[config.mk]
export PLATFORM = sky130hd
export DESIGN_NAME = store_drain
export DESIGN_NICKNAME = d
export VERILOG_FILES = /design/src/rtl/store_drain_pkg.sv /design/src/rtl/store_drain.sv
export SDC_FILE = /design/constraint.sdc
export NUM_CORES = 1
export LEC_CHECK = 0
export BUFFER_PORTS_ARGS = -buffer_cell sky130_fd_sc_hd__buf_2
export CELL_PAD_IN_SITES_DETAIL_PLACEMENT = 1
export CELL_PAD_IN_SITES_GLOBAL_PLACEMENT = 2
export CORE_UTILIZATION = 33
export CTS_CLUSTER_DIAMETER = 120
export CTS_CLUSTER_SIZE = 20
export DETAILED_ROUTE_END_ITERATION = 10
export HOLD_SLACK_MARGIN = 0.08
export PLACE_DENSITY_LB_ADDON = 0.1
export RECOVER_POWER = 25
export SETUP_SLACK_MARGIN = 0.5
export SYNTH_ARGS = -nofsm -noshare
export SYNTH_HDL_FRONTEND = slang
export SYNTH_SLANG_ARGS = --single-unit
[constraint.sdc]
create_clock -name clk -period 5 [get_ports clk]
set_input_delay 0.5 -clock clk [delete_from_list [all_inputs] [get_ports clk]]
set_output_delay 0.5 -clock clk [all_outputs]
set_load 0.05 [all_outputs]
[src/rtl/store_drain_pkg.sv]
// store_drain_pkg: shared types for the store-buffer drain path.
//   store_entry_t : one committed store {addr, data, be}, be in the LSBs
//   drain_state_e : drain FSM states
package store_drain_pkg;

    localparam int unsigned ADDR_W = 32;
    localparam int unsigned DATA_W = 32;
    localparam int unsigned BE_W   = DATA_W / 8;
    localparam int unsigned LINE_W = ADDR_W + DATA_W + BE_W;

    // Same layout the store FIFO emits on its head port.
    typedef struct packed {
        logic [ADDR_W-1:0] addr;
        logic [DATA_W-1:0] data;
        logic [BE_W-1:0]   be;
    } store_entry_t;

    typedef enum logic {
        IDLE = 1'b0,
        REQ  = 1'b1
    } drain_state_e;

endpackage

[src/rtl/store_drain.sv]
// store_drain: pops committed stores from the store FIFO head and issues each
// as one req/ack write on the data-memory bus, back-to-back while entries remain.
// Ports:
//   clk, rst_n        clock, async active-low reset
//   flush             blocks pop/latch in the cycle it is high
//   fifo_head/empty   combinational head of the store FIFO and its empty flag
//   fifo_pop          combinational pop strobe (same edge as the latch)
//   bus_req/addr/wdata/be, bus_ack   write request channel
//   idle              nothing in flight and FIFO empty
//   drain_count       completed writes, wraps modulo 2^32
module store_drain
    import store_drain_pkg::*;
#(
    parameter int unsigned ADDR_WIDTH = 32,
    parameter int unsigned DATA_WIDTH = 32,
    localparam int unsigned BE_WIDTH   = DATA_WIDTH / 8,
    localparam int unsigned LINE_WIDTH = ADDR_WIDTH + DATA_WIDTH + BE_WIDTH
) (
    input  logic                  clk,
    input  logic                  rst_n,
    input  logic                  flush,
    input  logic [LINE_WIDTH-1:0] fifo_head,
    input  logic                  fifo_empty,
    output logic                  fifo_pop,
    output logic                  bus_req,
    output logic [ADDR_WIDTH-1:0] bus_addr,
    output logic [DATA_WIDTH-1:0] bus_wdata,
    output logic [BE_WIDTH-1:0]   bus_be,
    input  logic                  bus_ack,
    output logic                  idle,
    output logic [31:0]           drain_count
);

    drain_state_e          state_q, state_d;
    logic [LINE_WIDTH-1:0] entry_q, entry_d;
    logic [31:0]           count_q, count_d;
    logic                  take;

    assign take = ~fifo_empty & ~flush;

    // State, entry and counter registers.
    always_ff @(posedge clk or negedge rst_n) begin
        if (!rst_n) begin
            state_q <= IDLE;
            entry_q <= '0;
            count_q <= '0;
        end else begin
            state_q <= state_d;
            entry_q <= entry_d;
            count_q <= count_d;
        end
    end

    // Next state: the entry register reloads on every pop, so a pop in REQ
    // chains straight into the next request without an idle cycle.
    always_comb begin
        state_d = state_q;
        entry_d = entry_q;
        count_d = count_q;
        unique case (state_q)
            IDLE: begin
                if (take) state_d = REQ;
            end
            REQ: begin
                if (bus_ack) begin
                    count_d = count_q + 32'd1;
                    if (!take) state_d = IDLE;
                end
            end
            default: state_d = IDLE;
        endcase
        if (fifo_pop) entry_d = fifo_head;
    end

    // Outputs: pop whenever the engine can accept a new entry this cycle.
    always_comb begin
        fifo_pop = 1'b0;
        bus_req  = 1'b0;
        idle     = 1'b0;
        unique case (state_q)
            IDLE: begin
                fifo_pop = take;
                idle     = fifo_empty;
            end
            REQ: begin
                bus_req  = 1'b1;
                fifo_pop = bus_ack & take;
            end
            default: ;
        endcase
    end

    // Entry register shown on the bus regardless of state.
    assign bus_addr    = entry_q[LINE_WIDTH-1 -: ADDR_WIDTH];
    assign bus_wdata   = entry_q[BE_WIDTH +: DATA_WIDTH];
    assign bus_be      = entry_q[BE_WIDTH-1:0];
    assign drain_count = count_q;

endmodule
==> out/metrics.cfg, run 1 <==
[worst_setup_path]
slowest_stage=clkbuf_1
critPathLaunchType=input port
r2r_cells=4
cp_top_family=buffers and inverters
slowest_delay_ns=1.96
worstReg2RegEnd=entry_q[37]
reg2reg_from=state_q
rrSetupSlack_ns=2.78
cp_max_fo=52
critPathKind=in -> async
end_kind=asynchronous set/reset pin
critical_path_buf_inv_count=2
critical_path.cell_chain=clkbuf_1, buf_4
worstPathRequired_ns=5.41
critPathArrivalTime_ns=3.33
cp-startpoint=rst_n

[global_route]
grt_pass1_wl_um=14900
grt_pass1_vias=2827
antenna_found_initial=1
grt_max_degree=53
grt_overflow=0
grt_usage_pct=15.1

[logic_synthesis]
synth_cells=280
synth_area_per_cell_sq_um=14.6
ys_types=29
synth_top_area_share_pct=61.6
synthTopCellsByCount=dfrtp_1 (101), mux2_2 (69), xor2_1 (18), xnor2_1 (13)
yosys_warnings=0
synth-seq-cells=101
ys_seq_area_share_pct=61.6
synth_area_sq_mm=0.00410
syn_nets=354
yosysTopAreaCell=dfrtp_1
async_reset_ff_share_pct=100
synth_edf_count=0
synth_area_leaders=dfrtp_1 (62%), mux2_2 (19%), xor2_1 (3.8%)
synthMostInstantiatedCell=dfrtp_1
ys.flop_type=dfrtp_1

[placed_design]
hpwl_um=6910
post_dp_cell_area_sq_mm=0.00515
portBuffers=175
routabilityCongestion=0.724
place_ws_ns=2.54
dp.cells=616

[drt]
post_drt_via_cell_ratio=4.53
drt_iter0_drc=90
vias=2862
routed.top_layer=met4
route.detailed.wl_per_inst_um=14.9
first_pass_iters=4
wirelength_um=9420
route.met3.wl_um=586
drt-met1-wl_um=4280
wl_met2_um=4360
drc=0
ant_nets=0

[cells_and_area]
nets=533
final_area_sq_mm=0.00539
drive_above_1_share_pct=55.6
area_growth_pct=31.6
antenna_cells=0
instances_no_fill=632

[clock_tree]
cts_htree_levels=3
cts_tree=built
post_cts_buffers=0
postCtsHoldBufs=0
cts.sinks=101
clkTransAtPathRegs_ns=0.06
ctsResizeCount=0
clk-insertion-delay-late_ns=0.34
numCtsBuffers=9
cts_buffer_depth=2
root_buffer=clkbuf_16

[hold_path]
hp-start=flush
hp-class=in -> reg
hold_path_end=state_q
holdPathStages=2

[sta]
min_period_over_period_pct=58.3
rsz0062_at_grt=false
finalHoldViolCount=0
setup_slack_ns=2.08
min_period_ns=2.92
skew_ns=0.00484
max_freq_mhz=343
slew_violations=53
slew_headroom_pct=-87.7
setup_viol=0
tightest_slew_ns=2.81
tns_ns=0

[floorplanning]
die_x_um=113
core_area_sq_mm=0.0121
num_rows=40
dieArea_sq_mm=0.0129
pin_count=176
die_h_um=113
start_util_pct=34.0

[pwr]
power_density_mw_per_mm2=453
finalPower_mw=2.44
ir_worst_vdd_mv=0.242
leakagePower_nw=2.68

[run]
cap_violations=1

[run_status]
status=complete, but fails checks
violations=max-capacitance violations, max-slew violations

## power breakdown
part / switching, mW / internal (mW) / total (mW)
registers: 0.0731 / 0.939 / 1.01
clock network: 0.283 / 0.365 / 0.648
logic: 0.581 / 0.199 / 0.780
total: 0.938 / 1.50 / 2.44
## worst max path at each step
| stage | endpoint | slack, ns | cells past startpoint |
|---|---|---|---|
| 2_1_floorplan | fifo_pop | 2.76 | 5 |
| 3_3_place_gp | entry_q[39] | 2.58 | 5 |
| 3_5_place_dp | entry_q[43] | 2.54 | 5 |
| 4_1_cts | fifo_pop | 2.40 | 4 |
| 6_report | entry_q[58] | 2.08 | 2 |
| 5_1_grt | entry_q[58] | 1.51 | 2 |
## logic make-up (layout without fill, tap and decap cells)
kind of cell	Yosys count	after routing	share of synthesized area, %
xor gates and xnor gates	31	31	6.62
buffers and inverters	16	200	2.14
and+or+nand+nor	61	61	10.2
adders and majority gates	1	1	0.305
AOI/OAI and AO/OA	1	1	0.122
muxes	69	69	19.0
DFF	101	101	61.6
## cells in the final DEF, fill, tap and decap left out, drive strengths merged
cell type / instances
and3: 3
clkbuf: 31
ha: 1
clkinv: 1
dfrtp: 101
buf: 162
o21ai: 1
nand4: 9
and4: 3
xor2: 18
nor3: 12
nor2: 7
or4: 2
and2b: 1
nor4: 4
mux2: 69
nand2: 8
nand3: 9
and2: 2
xnor2: 13
inv: 6
or2b: 1
## final cells by class
class	count	area (sq um)
Clock buffer	15	268
Clock inverter	1	5.00
Fill cell	1317	6670
Inverter	6	22.5
Multi-Input combinational cell	163	1480
Sequential cell	101	2530
Tap cell	168	210
Timing Repair Buffer	178	878
## sequential cells by signal, indices dropped and copies added (netlist names)
signal       flops
drain_count     32
state_q          1
entry_q         68
## routing by layer
| layer | up-vias | GRT usage, % |
|---|---|---|
| li1 | 1336 | - |
| met1 | 1400 | 20.1 |
| met2 | 114 | 23.0 |
| met3 | 12 | 3.72 |
| met4 | 0 | 7.63 |
| met5 | - | 0 |
## per-stage QoR
stage | util (%) | hold slack (ns)
floorplan | - | 0.204
global placement | 42.7 | 0.454
detailed placement | 42.7 | 0.468
CTS | 44.9 | 0.213
global route | 44.7 | 0.379
finish | 44.7 | 0.353
No activity file was read; power rests on OpenSTA's default activity.
==> run 2, diff against run 1 <==
Settings changed: CORE_UTILIZATION 33 to 30.
Clock period 5 ns to 3 ns, I/O delays scaled along.
==> out/metrics.cfg, run 2 (same netlist as run 1, synthesis figures left out) <==
[run_status]
status=finished clean

[drt]
first_pass_iters=3  ; -1
wirelength_um=9950  ; +5.7%
vias=2860  ; -0.070%
post_drt_via_cell_ratio=4.46  ; -1.5%
ant_nets=0  ; unchanged
drc=0  ; unchanged
route.detailed.wl_per_inst_um=15.5  ; +4.2%
drt_iter0_drc=97  ; +7.8%

[hold_path]
hold_path_end=state_q
holdPathStages=2  ; unchanged
hp-start=flush
hp-class=in -> reg

[worst_setup_path]
reg2reg_from=drain_count[0]
rrSetupSlack_ns=0.92  ; -1.86 ns
worstPathRequired_ns=2.70  ; -2.71 ns
critical_path.cell_chain=or2b_1, nand2_2, inv_1, buf_2
slowest_stage=nand2_2
cp-startpoint=state_q
critPathLaunchType=register
end_kind=primary output
cp_max_fo=26  ; -50%
slowest_delay_ns=0.48  ; -1.48 ns
critPathArrivalTime_ns=1.83  ; -1.50 ns
critPathKind=reg -> out
r2r_cells=5  ; +1
worstReg2RegEnd=drain_count[20]

[placed_design]
portBuffers=175  ; unchanged
hpwl_um=7360  ; +6.6%
routabilityCongestion=0.706  ; -2.4%

[sta]
hold_ws_ns=0.161  ; -0.192 ns
tns_ns=0  ; unchanged
finalHoldViolCount=0  ; unchanged
rsz0062_at_grt=false
min_period_ns=2.13
slew_headroom_pct=4.99  ; +93 points
tightest_slew_ns=1.43  ; -1.39 ns
slew_violations=0  ; -100%
max_freq_mhz=469
min_period_over_period_pct=71.0
skew_ns=0.00805  ; +0.00322 ns
setup_viol=0  ; unchanged

[cells_and_area]
antenna_cells=0  ; unchanged
area_growth_pct=32.9
layout_common_cells=buf_2 (159), dfrtp_1 (101), mux2_2 (69)
largest_reg_flops=68  ; unchanged
drive_above_1_share_pct=56.6  ; +0.96 points
nets=534  ; +0.19%
fillers=1455  ; +10%
largest-register=entry_q
fin_util_pct=41.0  ; -3.7 points
layout_commonest_cell=buf_2

[global_route]
grt_max_degree=56  ; +5.7%
antenna_found_initial=0  ; -1
grt_pass1_wl_um=16200  ; +8.8%
grt_usage_pct=14.8  ; -0.31 points
grt_overflow=0  ; unchanged
grt_pass1_vias=3074  ; +8.7%

[floorplanning]
start_util_pct=30.8  ; -3.2 points
num_rows=42  ; +5.0%
die_x_um=119  ; +4.8%
core_area_sq_mm=0.0133  ; +10%
pin_count=176  ; unchanged
die_h_um=119  ; +4.8%
dieArea_sq_mm=0.0141  ; +9.8%

[clock_tree]
root_buffer=clkbuf_16
numCtsBuffers=9  ; unchanged
cts_buffer_depth=2  ; unchanged
clk-insertion-delay-late_ns=0.35  ; about the same
cts.sinks=101  ; unchanged
clkTransAtPathRegs_ns=0.07  ; about the same
post_cts_buffers=0  ; unchanged
cts_htree_levels=3  ; unchanged
cts_tree=built

[pwr]
power_density_mw_per_mm2=756  ; +67%
leakagePower_nw=2.70  ; +0.65%
ir_worst_vdd_mv=0.419  ; +73%

[run]
cap_violations=0  ; -1

## run 2: changes by cell type in the layout (fill, tap and decap cells not counted), sizes merged
cell         before  now
inv               6    8
clkbuf           31   25
clkinvlp          0    2
dlygate4sd3       0    1
clkinv            1    3
## run 2: metrics by stage
step	area, sq um	setup WS [ns]	cells	power [mW]
after detailed placement	5180	0.936	624	3.05
final	5450	0.869	641	4.12
after floorplan	4100	0.889	280	2.67
after global placement	5180	1.01	624	3.03
after global routing	5450	0.708	641	4.31
after CTS	5480	0.802	641	4.19
## run 2: layout make-up
| class | instances | area [sq um] | share of cell area, % |
|---|---|---|---|
| Sequential cell | 101 | 2530 | 46.4 |
| Multi-Input combinational cell | 163 | 1480 | 27.2 |
| Timing Repair Buffer | 179 | 915 | 16.8 |
| Clock buffer | 9 | 225 | 4.13 |
| Tap cell | 176 | 220 | 4.04 |
| Clock inverter | 7 | 57.6 | 1.06 |
| Inverter | 6 | 22.5 | 0.413 |
## run 2: report_power, final
| group | switching, mW | leakage, nW | internal [mW] |
|---|---|---|---|
| logic | 0.968 | 1.33 | 0.336 |
| registers | 0.126 | 1.23 | 1.56 |
| clock network | 0.553 | 0.134 | 0.573 |
| total | 1.65 | 2.70 | 2.47 |
## run 2: worst max-delay path: cells and delay by family (launching register included)
| family | cells | cell delay, ns |
|---|---|---|
| and+or+nand+nor | 2 | 0.75 |
| DFF | 1 | 0.42 |
| buffers and inverters | 2 | 0.31 |
## run 2: how the worst max path moves through the flow
| stage | to | slack, ns | depth (start not counted) |
|---|---|---|---|
| final | fifo_pop | 0.87 | 4 |
| after global routing | fifo_pop | 0.71 | 4 |
| after CTS | fifo_pop | 0.80 | 4 |
| after detailed placement | drain_count[20] | 0.94 | 5 |
| after global placement | entry_q[57] | 1.01 | 5 |
| after floorplan | drain_count[16] | 0.89 | 6 |
## run 2: timing repair
item / 4_1_cts / 5_1_grt
hold buffers: 1 / 0
resized for setup: 0 / 0
endpoints found under the hold margin: 54 / 0
## run 2: metal layers
metal  global-route usage, %  part of all wire [%]  up-vias
met1                    18.6                    43     1414
met4                    5.93                   1.7        0
met5                       0                     0        -
met3                    4.74                   7.1       11
met2                    23.5                    48       94
li1                        -                     -     1341
==> run 3, diff against run 2 <==
Settings changed: ABC_AREA from default to 1, CORE_UTILIZATION 30 to 27.
Clock period 3 ns to 2 ns, I/O delays scaled along.
==> out/metrics.cfg, run 3 <==
[logic_synthesis]
yosys_warnings=0  ; unchanged
yosysTopAreaCell=dfrtp_1
ys_types=21  ; -28%
synth_top_area_share_pct=58.1  ; -3.5 points
synth_area_sq_mm=0.00435  ; +6.1%
synthMostInstantiatedCell=nand2_1
synthTopCellsByCount=nand2_1 (261), dfrtp_1 (101), inv_1 (31), nor2_1 (21), nand3_1 (17)
synth-seq-cells=101  ; unchanged
ys.flop_type=dfrtp_1
synth_area_per_cell_sq_um=8.50  ; -42%
syn_nets=586  ; +66%
synth_edf_count=0  ; unchanged
synth_cells=512  ; +83%
ys_seq_area_share_pct=58.1  ; -3.5 points
synth_area_leaders=dfrtp_1 (58%), nand2_1 (23%), inv_1 (2.7%)
async_reset_ff_share_pct=100  ; unchanged

[cells_and_area]
nets=840  ; +57%
largest_reg_flops=68  ; unchanged
instances_no_fill=987  ; +54%
drive_above_1_share_pct=31.9  ; -25 points
largest-register=entry_q
area_growth_pct=52.3
fillers=1930  ; +33%
multiInputGateArea_sq_mm=0.00167  ; +13%
layout_commonest_cell=nand2_1
final_area_sq_mm=0.00663  ; +22%
seqCellArea_sq_mm=0.00256  ; +1.2%
layout_common_cells=nand2_1 (262), buf_2 (166), dfrtp_1 (76)
antenna_cells=0  ; unchanged

[floorplanning]
dieArea_sq_mm=0.0166  ; +18%
pin_count=176  ; unchanged
die_h_um=129  ; +8.4%
core_area_sq_mm=0.0158  ; +19%
die_x_um=129  ; +8.4%
num_rows=46  ; +9.5%
start_util_pct=27.5  ; -3.4 points

[sta]
skew_ns=0.00754  ; -0.000515 ns
tightest_slew_ns=0.952  ; -0.473 ns
min_period_over_period_pct=74.3
finalHoldViolCount=0  ; unchanged
tns_ns=0  ; unchanged
min_period_ns=1.49
rsz0062_at_grt=true
max_freq_mhz=673
slew_headroom_pct=36.5  ; +32 points
setup_viol=0  ; unchanged
setup_slack_ns=0.514  ; -0.355 ns
slew_violations=0  ; unchanged

[global_route]
grt_overflow=0  ; unchanged
grt_usage_pct=18.4  ; +3.5 points
grt_pass1_vias=4560  ; +48%
grt_max_degree=69  ; +23%
antenna_found_initial=0  ; unchanged
grt_pass1_wl_um=23500  ; +45%

[drt]
first_pass_iters=4  ; +1
drc=0  ; unchanged
vias=4264  ; +49%
route.detailed.wl_per_inst_um=14.5  ; -6.4%
drt_iter0_drc=105  ; +8.2%
wirelength_um=14300  ; +44%
ant_nets=0  ; unchanged
post_drt_via_cell_ratio=4.32  ; -3.2%

[worst_setup_path]
cp-startpoint=state_q
rrSetupSlack_ns=0.51  ; -0.41 ns
critPathKind=reg -> reg
r2r_cells=7  ; +2
critPathLaunchType=register
end_kind=register
worstPathRequired_ns=2.27  ; -0.43 ns
critical_path.endpoint=drain_count[15]
critPathArrivalTime_ns=1.76  ; -0.07 ns
worstReg2RegEnd=drain_count[15]
cp_max_fo=7  ; -73%
reg2reg_from=state_q

[run]
cap_violations=0  ; unchanged

[pwr]
power_density_mw_per_mm2=940  ; +24%
ir_worst_vdd_mv=0.416  ; -0.73%
leakagePower_nw=3.51  ; +30%
finalPower_mw=6.23  ; +51%

[clock_tree]
cts.sinks=101  ; unchanged
clk-insertion-delay-late_ns=0.35  ; about the same
cts_buffer_depth=2  ; unchanged
numCtsBuffers=9  ; unchanged
cts_tree=built
clkTransAtPathRegs_ns=0.07  ; about the same
root_buffer=clkbuf_16
cts_htree_levels=3  ; unchanged

[placed_design]
post_dp_cell_area_sq_mm=0.00556  ; +7.2%
hpwl_um=9890  ; +34%
routabilityCongestion=0.736  ; +4.2%
dp.cells=894  ; +43%
place_ws_ns=0.542  ; -0.394 ns
portBuffers=175  ; unchanged

[hold_path]
hp-class=in -> reg

[run_status]
status=finished clean

==> run 3: changes by cell type in the layout (fill, tap and decap cells not counted), sizes merged, moves of 4 or more <==
cell | previous run | this run
buf | 162 | 177
dlygate4sd3 | 1 | 71
inv | 8 | 34
mux2 | 69 | 0
nand2 | 8 | 270
nand3 | 9 | 17
nor2 | 7 | 32
nor3 | 12 | 6
nor4 | 4 | 0
xor2 | 18 | 11
==> run 3: worst min path at each step <==
| stage | start | endpoint | slack (ns) | depth (start not counted) |
|---|---|---|---|---|
| 6_report | bus_ack | drain_count[1] | 0.33 | 4 |
| 3_5_place_dp | rst_n | entry_q[44] | 0.20 | 1 |
| 5_1_grt | bus_ack | drain_count[0] | 0.37 | 3 |
| 3_3_place_gp | rst_n | entry_q[44] | 0.20 | 1 |
| 2_1_floorplan | rst_n | drain_count[0] | -0.1 | 0 |
| 4_1_cts | bus_ack | drain_count[0] | 0.20 | 3 |
==> run 3: cell type report <==
class / instances / area share, %
Timing Repair Buffer: 257 / 25.9
Sequential cell: 101 / 38.6
Clock inverter: 3 / 0.321
Tap cell: 216 / 4.08
Clock buffer: 13 / 3.78
Inverter: 34 / 2.08
Multi-Input combinational cell: 363 / 25.2
==> run 3: critical path, stage by stage, from the launching register on <==
cell and delay (ns):
dfrtp_2 0.38, nand2_1 0.19, inv_4 0.16, nand2_1 0.17, nor2_4 0.17, nand2_2 0.08
nor2_2 0.12, xor2_1 0.14
==> run 3: metal layers <==
metal	share of wire, %	routed length (um)	global-route usage, %
met2	50	7210	31.8
met3	4.5	647	4.07
met4	1.5	222	7.27
met5	0	0	0
met1	44	6260	22.1
==> run 3: power by group <==
group,total (mW),leakage [nW],switching (mW),internal (mW)
registers,2.53,1.23,0.204,2.32
logic,2.03,2.15,1.48,0.553
clock network,1.67,0.130,0.788,0.882
==> run 3: what timing repair did <==
item                                    CTS  global route
hold buffers                             71             0
gates cloned                              0             0
resized for setup                         5             9
pin swaps                                 0             6
buffers inserted                          2             4
endpoints found under the setup margin    1            11
endpoints found under the hold margin   101             0
==> run 3: logic make-up after synthesis <==
| family | count (synthesis) | synth area share (%) |
|---|---|---|
| fa+ha+maj | 1 | 0.288 |
| simple gates | 339 | 32.7 |
| compound gates | 2 | 0.288 |
| xor+xnor | 21 | 4.23 |
| buf+inv | 48 | 4.37 |
| flops | 101 | 58.1 |
==> run 3: stage by stage <==
stage	util, %	hold WS (ns)
6_report	41.9	0.326
5_1_grt	41.9	0.370
4_1_cts	41.5	0.197
3_5_place_dp	35.1	0.197
3_3_place_gp	35.1	0.195
2_1_floorplan	-	-0.0956
